$ cat src/rtl/expr_pkg.sv
// expr_pkg: shared FSM states, operator codes and ASCII constants for the expression TX/checker pair
package expr_pkg;

    localparam logic [1:0] OP_ADD = 2'd0;
    localparam logic [1:0] OP_SUB = 2'd1;
    localparam logic [1:0] OP_MUL = 2'd2;
    localparam logic [1:0] OP_DIV = 2'd3;

    localparam logic [7:0] CH_ZERO  = 8'h30;
    localparam logic [7:0] CH_PLUS  = 8'h2B;
    localparam logic [7:0] CH_MINUS = 8'h2D;
    localparam logic [7:0] CH_MUL   = 8'h2A;
    localparam logic [7:0] CH_DIV   = 8'h2F;
    localparam logic [7:0] CH_EQ    = 8'h3D;
    localparam logic [7:0] CH_SP    = 8'h20;

    typedef enum logic [2:0] {
        IDLE, LHS_DIG, LHS_OP, EQ, RHS_DIG, RHS_OP
`ifdef EXPR_TX_SPACE_EN
        , SPACE
`endif
    } state_t;

    typedef enum logic [1:0] {TK_DIG, TK_OP, TK_EQ, TK_SP} tok_t;

endpackage

$ cat src/rtl/expr_char_tx_if.sv
// expr_char_tx_if: load request and character stream handshake of the expression transmitter
interface expr_char_tx_if #(
    parameter int MAX_TERMS = 4,
    parameter int CW = $clog2(MAX_TERMS + 1)
) ();
    logic                       start;
    logic [CW-1:0]              lhs_cnt;
    logic [4*MAX_TERMS-1:0]     lhs_dig;
    logic [2*(MAX_TERMS-1)-1:0] lhs_op;
    logic [CW-1:0]              rhs_cnt;
    logic [4*MAX_TERMS-1:0]     rhs_dig;
    logic [2*(MAX_TERMS-1)-1:0] rhs_op;
    logic [7:0]                 tx_data;
    logic                       tx_valid;
    logic                       tx_ready;
    logic                       tx_last;
    logic                       busy;
    logic                       done;
    logic                       err;

    modport slave (
        input  start, lhs_cnt, lhs_dig, lhs_op, rhs_cnt, rhs_dig, rhs_op, tx_ready,
        output tx_data, tx_valid, tx_last, busy, done, err
    );

    modport master (
        output start, lhs_cnt, lhs_dig, lhs_op, rhs_cnt, rhs_dig, rhs_op, tx_ready,
        input  tx_data, tx_valid, tx_last, busy, done, err
    );
endinterface

$ cat src/rtl/expr_ascii_enc.sv
// expr_ascii_enc: maps a (kind, digit/op) token to its ASCII byte
module expr_ascii_enc
    import expr_pkg::*;
(
    input  tok_t       kind_i,
    input  logic [3:0] val_i,
    output logic [7:0] char_o
);
    logic [7:0] op_ch;

    // operator code to symbol, then select by token kind
    always_comb begin
        op_ch  = val_i[1:0] == OP_ADD ? CH_PLUS :
                 val_i[1:0] == OP_SUB ? CH_MINUS :
                 val_i[1:0] == OP_MUL ? CH_MUL : CH_DIV;
        char_o = kind_i == TK_DIG ? CH_ZERO + {4'h0, val_i} :
                 kind_i == TK_OP  ? op_ch :
                 kind_i == TK_EQ  ? CH_EQ : CH_SP;
    end
endmodule

$ cat src/rtl/expr_char_tx.sv
// expr_char_tx: serializes "d op d ... = d op d ..." to ASCII bytes; EXPR_TX_SPACE_EN adds a space after each operator and '='
module expr_char_tx
    import expr_pkg::*;
#(
    parameter int MAX_TERMS = 4,
    parameter int CW = $clog2(MAX_TERMS + 1)
) (
    input logic           clk,
    input logic           reset,
    expr_char_tx_if.slave bus
);
`ifdef EXPR_TX_SPACE_EN
    localparam state_t L_OP_NEXT = SPACE;
    localparam state_t R_OP_NEXT = SPACE;
    localparam state_t EQ_NEXT   = SPACE;
    logic side_q, side_d;
`else
    localparam state_t L_OP_NEXT = LHS_DIG;
    localparam state_t R_OP_NEXT = RHS_DIG;
    localparam state_t EQ_NEXT   = RHS_DIG;
`endif

    state_t                     state_q, state_d;
    logic [CW-1:0]              idx_q, idx_d;
    logic [CW-1:0]              lhs_cnt_q, rhs_cnt_q, lcnt, rcnt;
    logic [4*MAX_TERMS-1:0]     lhs_dig_q, rhs_dig_q, ldig, rdig;
    logic [2*(MAX_TERMS-1)-1:0] lhs_op_q, rhs_op_q, lop, rop;
    logic [7:0]                 tx_data_q, tx_data_d, enc_ch;
    logic                       tx_valid_q, tx_valid_d, tx_last_q, tx_last_d;
    logic                       done_q, done_d, err_q, err_d;
    logic                       load_ok, accept, hs;
    tok_t                       kind;
    logic [3:0]                 val;

    // a load is legal when both counts are in range and every used digit is BCD
    always_comb begin
        load_ok = bus.lhs_cnt != '0 && bus.lhs_cnt <= CW'(MAX_TERMS) &&
                  bus.rhs_cnt != '0 && bus.rhs_cnt <= CW'(MAX_TERMS);
        for (int i = 0; i < MAX_TERMS; i++) begin
            if (i < int'(bus.lhs_cnt) && bus.lhs_dig[4*i +: 4] > 4'd9) load_ok = 1'b0;
            if (i < int'(bus.rhs_cnt) && bus.rhs_dig[4*i +: 4] > 4'd9) load_ok = 1'b0;
        end
    end

    assign accept = state_q == IDLE && bus.start && load_ok;
    assign hs     = tx_valid_q && bus.tx_ready;

    // next state and next output byte; on a load the first byte comes straight from the inputs
    always_comb begin
        lcnt    = accept ? bus.lhs_cnt : lhs_cnt_q;
        rcnt    = accept ? bus.rhs_cnt : rhs_cnt_q;
        ldig    = accept ? bus.lhs_dig : lhs_dig_q;
        rdig    = accept ? bus.rhs_dig : rhs_dig_q;
        lop     = accept ? bus.lhs_op : lhs_op_q;
        rop     = accept ? bus.rhs_op : rhs_op_q;
        state_d = state_q;
        idx_d   = idx_q;
`ifdef EXPR_TX_SPACE_EN
        side_d  = accept ? 1'b0 : (hs && state_q == EQ) ? 1'b1 : side_q;
`endif
        if (accept) begin
            state_d = LHS_DIG;
            idx_d   = '0;
        end else if (hs) begin
            case (state_q)
                LHS_DIG: state_d = (idx_q + 1'b1) < lcnt ? LHS_OP : EQ;
                LHS_OP: begin
                    state_d = L_OP_NEXT;
                    idx_d   = idx_q + 1'b1;
                end
                EQ: begin
                    state_d = EQ_NEXT;
                    idx_d   = '0;
                end
                RHS_DIG: state_d = (idx_q + 1'b1) < rcnt ? RHS_OP : IDLE;
                RHS_OP: begin
                    state_d = R_OP_NEXT;
                    idx_d   = idx_q + 1'b1;
                end
`ifdef EXPR_TX_SPACE_EN
                SPACE: state_d = side_q ? RHS_DIG : LHS_DIG;
`endif
                default: ;
            endcase
        end
        kind = TK_DIG;
        val  = '0;
        case (state_d)
            LHS_DIG: val = ldig[4*idx_d +: 4];
            LHS_OP: begin
                kind = TK_OP;
                val  = {2'b00, lop[2*idx_d +: 2]};
            end
            EQ: kind = TK_EQ;
            RHS_DIG: val = rdig[4*idx_d +: 4];
            RHS_OP: begin
                kind = TK_OP;
                val  = {2'b00, rop[2*idx_d +: 2]};
            end
`ifdef EXPR_TX_SPACE_EN
            SPACE: kind = TK_SP;
`endif
            default: ;
        endcase
        tx_valid_d = state_d != IDLE;
        tx_data_d  = tx_valid_d ? enc_ch : 8'h00;
        tx_last_d  = state_d == RHS_DIG && (idx_d + 1'b1) == rcnt;
        done_d     = hs && state_q == RHS_DIG && state_d == IDLE;
        err_d      = state_q == IDLE && bus.start && !load_ok;
    end

    expr_ascii_enc u_enc (.kind_i(kind), .val_i(val), .char_o(enc_ch));

    // FSM, term index and registered outputs; reset aborts any stream at once
    always_ff @(posedge clk or posedge reset) begin
        if (reset) begin
            state_q    <= IDLE;
            idx_q      <= '0;
            tx_data_q  <= 8'h00;
            tx_valid_q <= 1'b0;
            tx_last_q  <= 1'b0;
            done_q     <= 1'b0;
            err_q      <= 1'b0;
        end else begin
            state_q    <= state_d;
            idx_q      <= idx_d;
            tx_data_q  <= tx_data_d;
            tx_valid_q <= tx_valid_d;
            tx_last_q  <= tx_last_d;
            done_q     <= done_d;
            err_q      <= err_d;
        end
    end

`ifdef EXPR_TX_SPACE_EN
    // remembers which side the pending space belongs to
    always_ff @(posedge clk or posedge reset) begin
        if (reset) side_q <= 1'b0;
        else side_q <= side_d;
    end
`endif

    // token set snapshot taken on an accepted load
    always_ff @(posedge clk) begin
        if (accept) begin
            lhs_cnt_q <= bus.lhs_cnt;
            rhs_cnt_q <= bus.rhs_cnt;
            lhs_dig_q <= bus.lhs_dig;
            rhs_dig_q <= bus.rhs_dig;
            lhs_op_q  <= bus.lhs_op;
            rhs_op_q  <= bus.rhs_op;
        end
    end

    assign bus.tx_data  = tx_data_q;
    assign bus.tx_valid = tx_valid_q;
    assign bus.tx_last  = tx_last_q;
    assign bus.busy     = tx_valid_q;
    assign bus.done     = done_q;
    assign bus.err      = err_q;
endmodule
$ cat src/flat_wrapper.sv
// flat-port wrapper written by rule: the top's interface ports become plain ports
module expr_char_tx_flat import expr_pkg::*;
#(
    parameter int MAX_TERMS = 4,
    parameter int CW = $clog2(MAX_TERMS + 1)
)
  (clk, reset, bus_start, bus_lhs_cnt, bus_lhs_dig, bus_lhs_op, bus_rhs_cnt, bus_rhs_dig, bus_rhs_op, bus_tx_ready, bus_tx_data, bus_tx_valid, bus_tx_last, bus_busy, bus_done, bus_err);
  expr_char_tx_if #(.MAX_TERMS(MAX_TERMS), .CW(CW)) bus_i ();
  input logic clk;
  input logic reset;
  input wire logic [$bits(bus_i.start)-1:0] bus_start;
  input wire logic [$bits(bus_i.lhs_cnt)-1:0] bus_lhs_cnt;
  input wire logic [$bits(bus_i.lhs_dig)-1:0] bus_lhs_dig;
  input wire logic [$bits(bus_i.lhs_op)-1:0] bus_lhs_op;
  input wire logic [$bits(bus_i.rhs_cnt)-1:0] bus_rhs_cnt;
  input wire logic [$bits(bus_i.rhs_dig)-1:0] bus_rhs_dig;
  input wire logic [$bits(bus_i.rhs_op)-1:0] bus_rhs_op;
  input wire logic [$bits(bus_i.tx_ready)-1:0] bus_tx_ready;
  output wire logic [$bits(bus_i.tx_data)-1:0] bus_tx_data;
  output wire logic [$bits(bus_i.tx_valid)-1:0] bus_tx_valid;
  output wire logic [$bits(bus_i.tx_last)-1:0] bus_tx_last;
  output wire logic [$bits(bus_i.busy)-1:0] bus_busy;
  output wire logic [$bits(bus_i.done)-1:0] bus_done;
  output wire logic [$bits(bus_i.err)-1:0] bus_err;
  assign bus_i.start = bus_start;
  assign bus_i.lhs_cnt = bus_lhs_cnt;
  assign bus_i.lhs_dig = bus_lhs_dig;
  assign bus_i.lhs_op = bus_lhs_op;
  assign bus_i.rhs_cnt = bus_rhs_cnt;
  assign bus_i.rhs_dig = bus_rhs_dig;
  assign bus_i.rhs_op = bus_rhs_op;
  assign bus_i.tx_ready = bus_tx_ready;
  assign bus_tx_data = bus_i.tx_data;
  assign bus_tx_valid = bus_i.tx_valid;
  assign bus_tx_last = bus_i.tx_last;
  assign bus_busy = bus_i.busy;
  assign bus_done = bus_i.done;
  assign bus_err = bus_i.err;
  expr_char_tx #(.MAX_TERMS(MAX_TERMS), .CW(CW)) u_core (.clk(clk), .reset(reset), .bus(bus_i));
endmodule
$ cat config.mk
export PLATFORM = sky130hd
export DESIGN_NAME = expr_char_tx_flat
export DESIGN_NICKNAME = d
export VERILOG_FILES = /design/src/rtl/expr_pkg.sv /design/src/rtl/expr_char_tx_if.sv /design/src/rtl/expr_ascii_enc.sv /design/src/rtl/expr_char_tx.sv /design/src/flat_wrapper.sv
export SDC_FILE = /design/constraint.sdc
export NUM_CORES = 1
export LEC_CHECK = 0
export CORE_MARGIN = 1
export CORE_UTILIZATION = 46
export DETAILED_ROUTE_END_ITERATION = 7
export PLACE_DENSITY = 0.82
export RECOVER_POWER = 50
export SLEW_MARGIN = 20
export SYNTH_ARGS = -nofsm -noshare
export SYNTH_HDL_FRONTEND = slang
export SYNTH_SLANG_ARGS = --single-unit
$ cat constraint.sdc
create_clock -name clk -period 3.9 [get_ports clk]
set_clock_uncertainty 0.2 [all_clocks]
set_input_delay 0.78 -clock clk [delete_from_list [all_inputs] [get_ports clk]]
set_output_delay 0.78 -clock clk [all_outputs]
set_load 0.02 [all_outputs]
==> results of run 1 <==
==> layout make-up <==
cell class | instances | area share [%]
clock inverters | 2 | 0.206
clock buffers | 14 | 3.57
well taps | 99 | 2.54
inverters | 16 | 1.23
repair buffers | 128 | 21.6
flip-flops and latches | 65 | 28.3
multi-input cells | 303 | 42.6
==> per-layer routing <==
metal | share of wire (%) | vias to the layer above | global-route usage, % | wire length, microns
met2 | 51 | 133 | 42.6 | 4820
met5 | 0 | - | 0 | 0
met1 | 41 | 1603 | 30.6 | 3930
met3 | 4.8 | 29 | 4.10 | 462
met4 | 3.3 | 0 | 14.7 | 310
li1 | - | 1637 | - | -
==> cells by family after synthesis <==
kind of cell / after synthesis
compound gates: 66
xor+xnor: 5
mux: 35
fa+ha+maj: 8
flops: 65
buf+inv: 37
simple gates: 187
other cells: 1
==> final timing paths <==
kind | to | cells past startpoint
hold reg to reg | u_core.lhs_op_q[1] | 2
setup / recovery | u_core.bus.tx_data[2] | 16
setup reg to reg | u_core.bus.tx_data[2] | 15
hold / removal | u_core.lhs_op_q[1] | 2
max in group asynchronous | u_core.bus.tx_data[3] | 2
min in group asynchronous | u_core.state_q[1] | 2
==> worst min-delay path: stages, from the launching register on <==
cell and delay, ns:
dfxtp_1 0.31, nand2_1 0.05, nand2_1 0.04
==> cells in the mapped netlist, types with 4 or more instances <==
cell type  count
o22ai_1        4
o21ai_0       15
o211ai_1       4
inv_1         14
buf_2          4
dfxtp_1       50
nand2b_1       4
nand4_1        6
ha_1           8
mux2_2        15
dfrtp_1       15
a31oi_1        5
nor3_1         7
and3_1         4
nor2_1        15
mux2i_1       18
buf_4          6
nand3_1        4
clkbuf_1       6
nand2_1      127
a21oi_1        5
==> through the flow <==
step | setup WS, ns | total power, uW | setup TNS [ns] | hold slack [ns] | utilization (%)
floorplan | -0.375 | 2110 | -1.21 | 0.210 | -
global placement | -0.659 | 2660 | -3.86 | 0.219 | 62.6
detailed placement | -0.862 | 2740 | -5.13 | 0.229 | 62.6
CTS | -0.0313 | 3340 | -0.0313 | 0.244 | 66.0
global route | -0.183 | 3700 | -0.547 | 0.254 | 67.1
finish | -0.0642 | 3500 | -0.115 | 0.242 | 67.1
==> power by group through the flow <==
stage | clock network [uW] | logic (uW) | registers [uW]
6_report | 536 | 2030 | 935
5_1_grt | 571 | 2180 | 950
4_1_cts | 540 | 1870 | 930
3_5_place_dp | 0 | 1800 | 943
3_3_place_gp | 0 | 1720 | 935
2_1_floorplan | 0 | 1150 | 963
==> flip-flops by register name (all words and copies together), names as in the netlist <==
name	flops
u_core.lhs_dig_q	16
u_core.rhs_dig_q	16
u_core.bus.tx_data	6
u_core.lhs_op_q	6
u_core.rhs_op_q	6
u_core.idx_q	3
u_core.lhs_cnt_q	3
u_core.rhs_cnt_q	3
u_core.state_q	3
u_core.bus.done	1
u_core.bus.err	1
u_core.bus.tx_last	1
==> timing repair <==
item	in CTS	in global routing
gates resized for setup	137	13
setup endpoints to repair	7	5
setup buffers	8	2
pin swaps	24	14
hold buffers	0	0
==> key figures, run 1 <==
Outcome
  – Outcome: complete, but fails checks
  – Failing checks: setup timing

Yosys
  – Sequential fraction of the synthesis area: 40.1%
  – Syn avg cell area: 8.50 sq um
  – Ranking of synthesized cells by area: dfxtp_1 29%, nand2_1 14%, dfrtp_1 11%
  – Post-synthesis mux area share: 11.0%
  – Distinct cells, synth: 72
  – Mapped Area: 3430 sq um
  – Post-synthesis cell count: 404
  – Largest family of logic cells by synthesized area: simple AND/OR/NAND/NOR gates
  – Post-synth top flop: dfxtp_1
  – Async S/R FF share, synth: 23.1%
  – Synthesized flop and latch total: 65
  – Synth Area in Compound Gates: 14.6%
  – Synth top area share: 29.1%
  – Adder-cell area share of the yosys netlist: 2.91%
  – Area leader, netlist: dfxtp_1
  – YS warnings: 0
  – Post-Synth XOR/XNOR Area: 1.28%
  – Post-synth EDFFs: 0
  – Simple-gate area share of the yosys netlist: 24.7%

Placed design
  – RePlAce Congestion: 0.858
  – Cells after DPL: 602
  – Post-place instance area: 4540 sq um
  – HPWL Detailed: 6730 microns
  – Input/output buffers: 64

Timing
  – Slew HR: 33.7%
  – Fin. Hold Viols: 0
  – Final setup fails: 2
  – Slew Viols, Final: 0
  – Fin crit share: 102%
  – Unrepaired setup endpoints after global routing: yes
  – Fin crit period: 3.96 ns
  – FMAX: 0.252 GHz
  – Final worst slack: -0.0642 ns
  – Tightest Pin Transition: 0.986 ns

GRT
  – Total GRT Usage: 25.3%
  – GRT Residual Overflow: 0
  – First-pass GRT wire length: 15000 microns
  – Largest net degree at the start of global routing: 53
  – Initial antenna violation count: 0
  – Vias in the first global route: 3208

Critical path
  – Critical path startpoint: bus_rhs_dig[13]
  – CP max-delay cell: or3_4
  – Crit-path max cell delay: 0.35 ns
  – Reg-to-Reg Start: u_core.state_q[2]
  – Critical-path cell list: buf_6 -> o211ai_1 -> nand4_1 -> nor4_4 -> nand2_4 -> mux2i_2 -> ha_1 -> a31oi_1 -> and3_1 -> a211o_1 -> nand2b_4 -> o22ai_4 -> ha_1 -> nor3_2 -> or3_4 -> o22ai_2
  – R2R Setup Slk: 0.07 ns
  – Cell family with most CP delay: simple AND/OR/NAND/NOR gates
  – CP max FO: 4
  – Bufs and invs on worst path: 1
  – Endpoint class of the critical path: flip-flop
  – Worst Setup Path Type: in -> reg
  – WP data arrival: 4.03 ns
  – CP required: 3.97 ns
  – CP Launch Type: input pin
  – Crit-path most repeated cell: ha_1

Power and ir drop
  – Switch Pwr: 1440 uW
  – Pleak: 0.00227 uW
  – Clk pwr share: 15.3%
  – Maximum VDD drop: 0.310 mV
  – PD cells: 718 nW/um^2
  – Seq pwr share: 26.7%
  – P_int: 2060 uW
  – Logic gate share of total power: 58.0%
  – Sw frac: 41.1%

Finish
  – Fraction of layout cells with a size suffix above 1: 32.0%
  – Commonest non-fill, non-tap cells in the layout: 127 x nand2_1, 65 x buf_4, 50 x dfxtp_1
  – Ant. Diodes: 0
  – Register area: 1380 sq um
  – Growth of design area from synthesis to finish: 41.8%
  – Fill cells: 583
  – Finished Cell Area: 4870 sq um
  – Final Non-Filler Cells: 627
  – Multi-input combinational cell area: 2070 sq um
  – Layout net count: 585
  – Most common cell after layout, fill and taps aside: nand2_1

Drt
  – DR WL/cell: 15.2 microns
  – Via count: 3402
  – Final antenna-violating net count: 0
  – Routed wire length: 9530 microns
  – DRT Pass-1 Iters: 5
  – DRC viols: 0
  – DRT iter0 DRCs: 209
  – Vias/cell: 5.43

CTS
  – Clk slew on worst S/H paths: 0.07 ns
  – H-tree depth: 3
  – Clock latency on the worst-skew pair: 0.35 ns
  – CTS Buf Count: 9
  – Root Driver: clkbuf_8
  – CTS tree: built
  – Clk buf depth: 2
  – Clk sinks: 65

Floorplan
  – Initial Utilization: 47.4%
  – Die area: 7820 sq um
  – Number of core rows: 31
  – Core area: 7250 sq um
  – Die X: 88.4 microns
  – Die height: 88.4 microns
  – # IOs: 67

Min path
  – Worst hold path type: reg -> reg
  – Hold_sp: u_core.lhs_op_q[1]

Job
  – Max-cap violations: 0
Note: power is estimated with default switching activity, not from simulation.
==> run 2: changes to the inputs <==
--- a/config.mk
+++ b/config.mk
@@ -5,7 +5,6 @@
 export SDC_FILE = /design/constraint.sdc
 export NUM_CORES = 1
 export LEC_CHECK = 0
-export CORE_MARGIN = 1
 export CORE_UTILIZATION = 46
 export DETAILED_ROUTE_END_ITERATION = 7
 export PLACE_DENSITY = 0.82
==> results of run 2 <==
Final layout, timing and power as in run 1 (identical DEF).
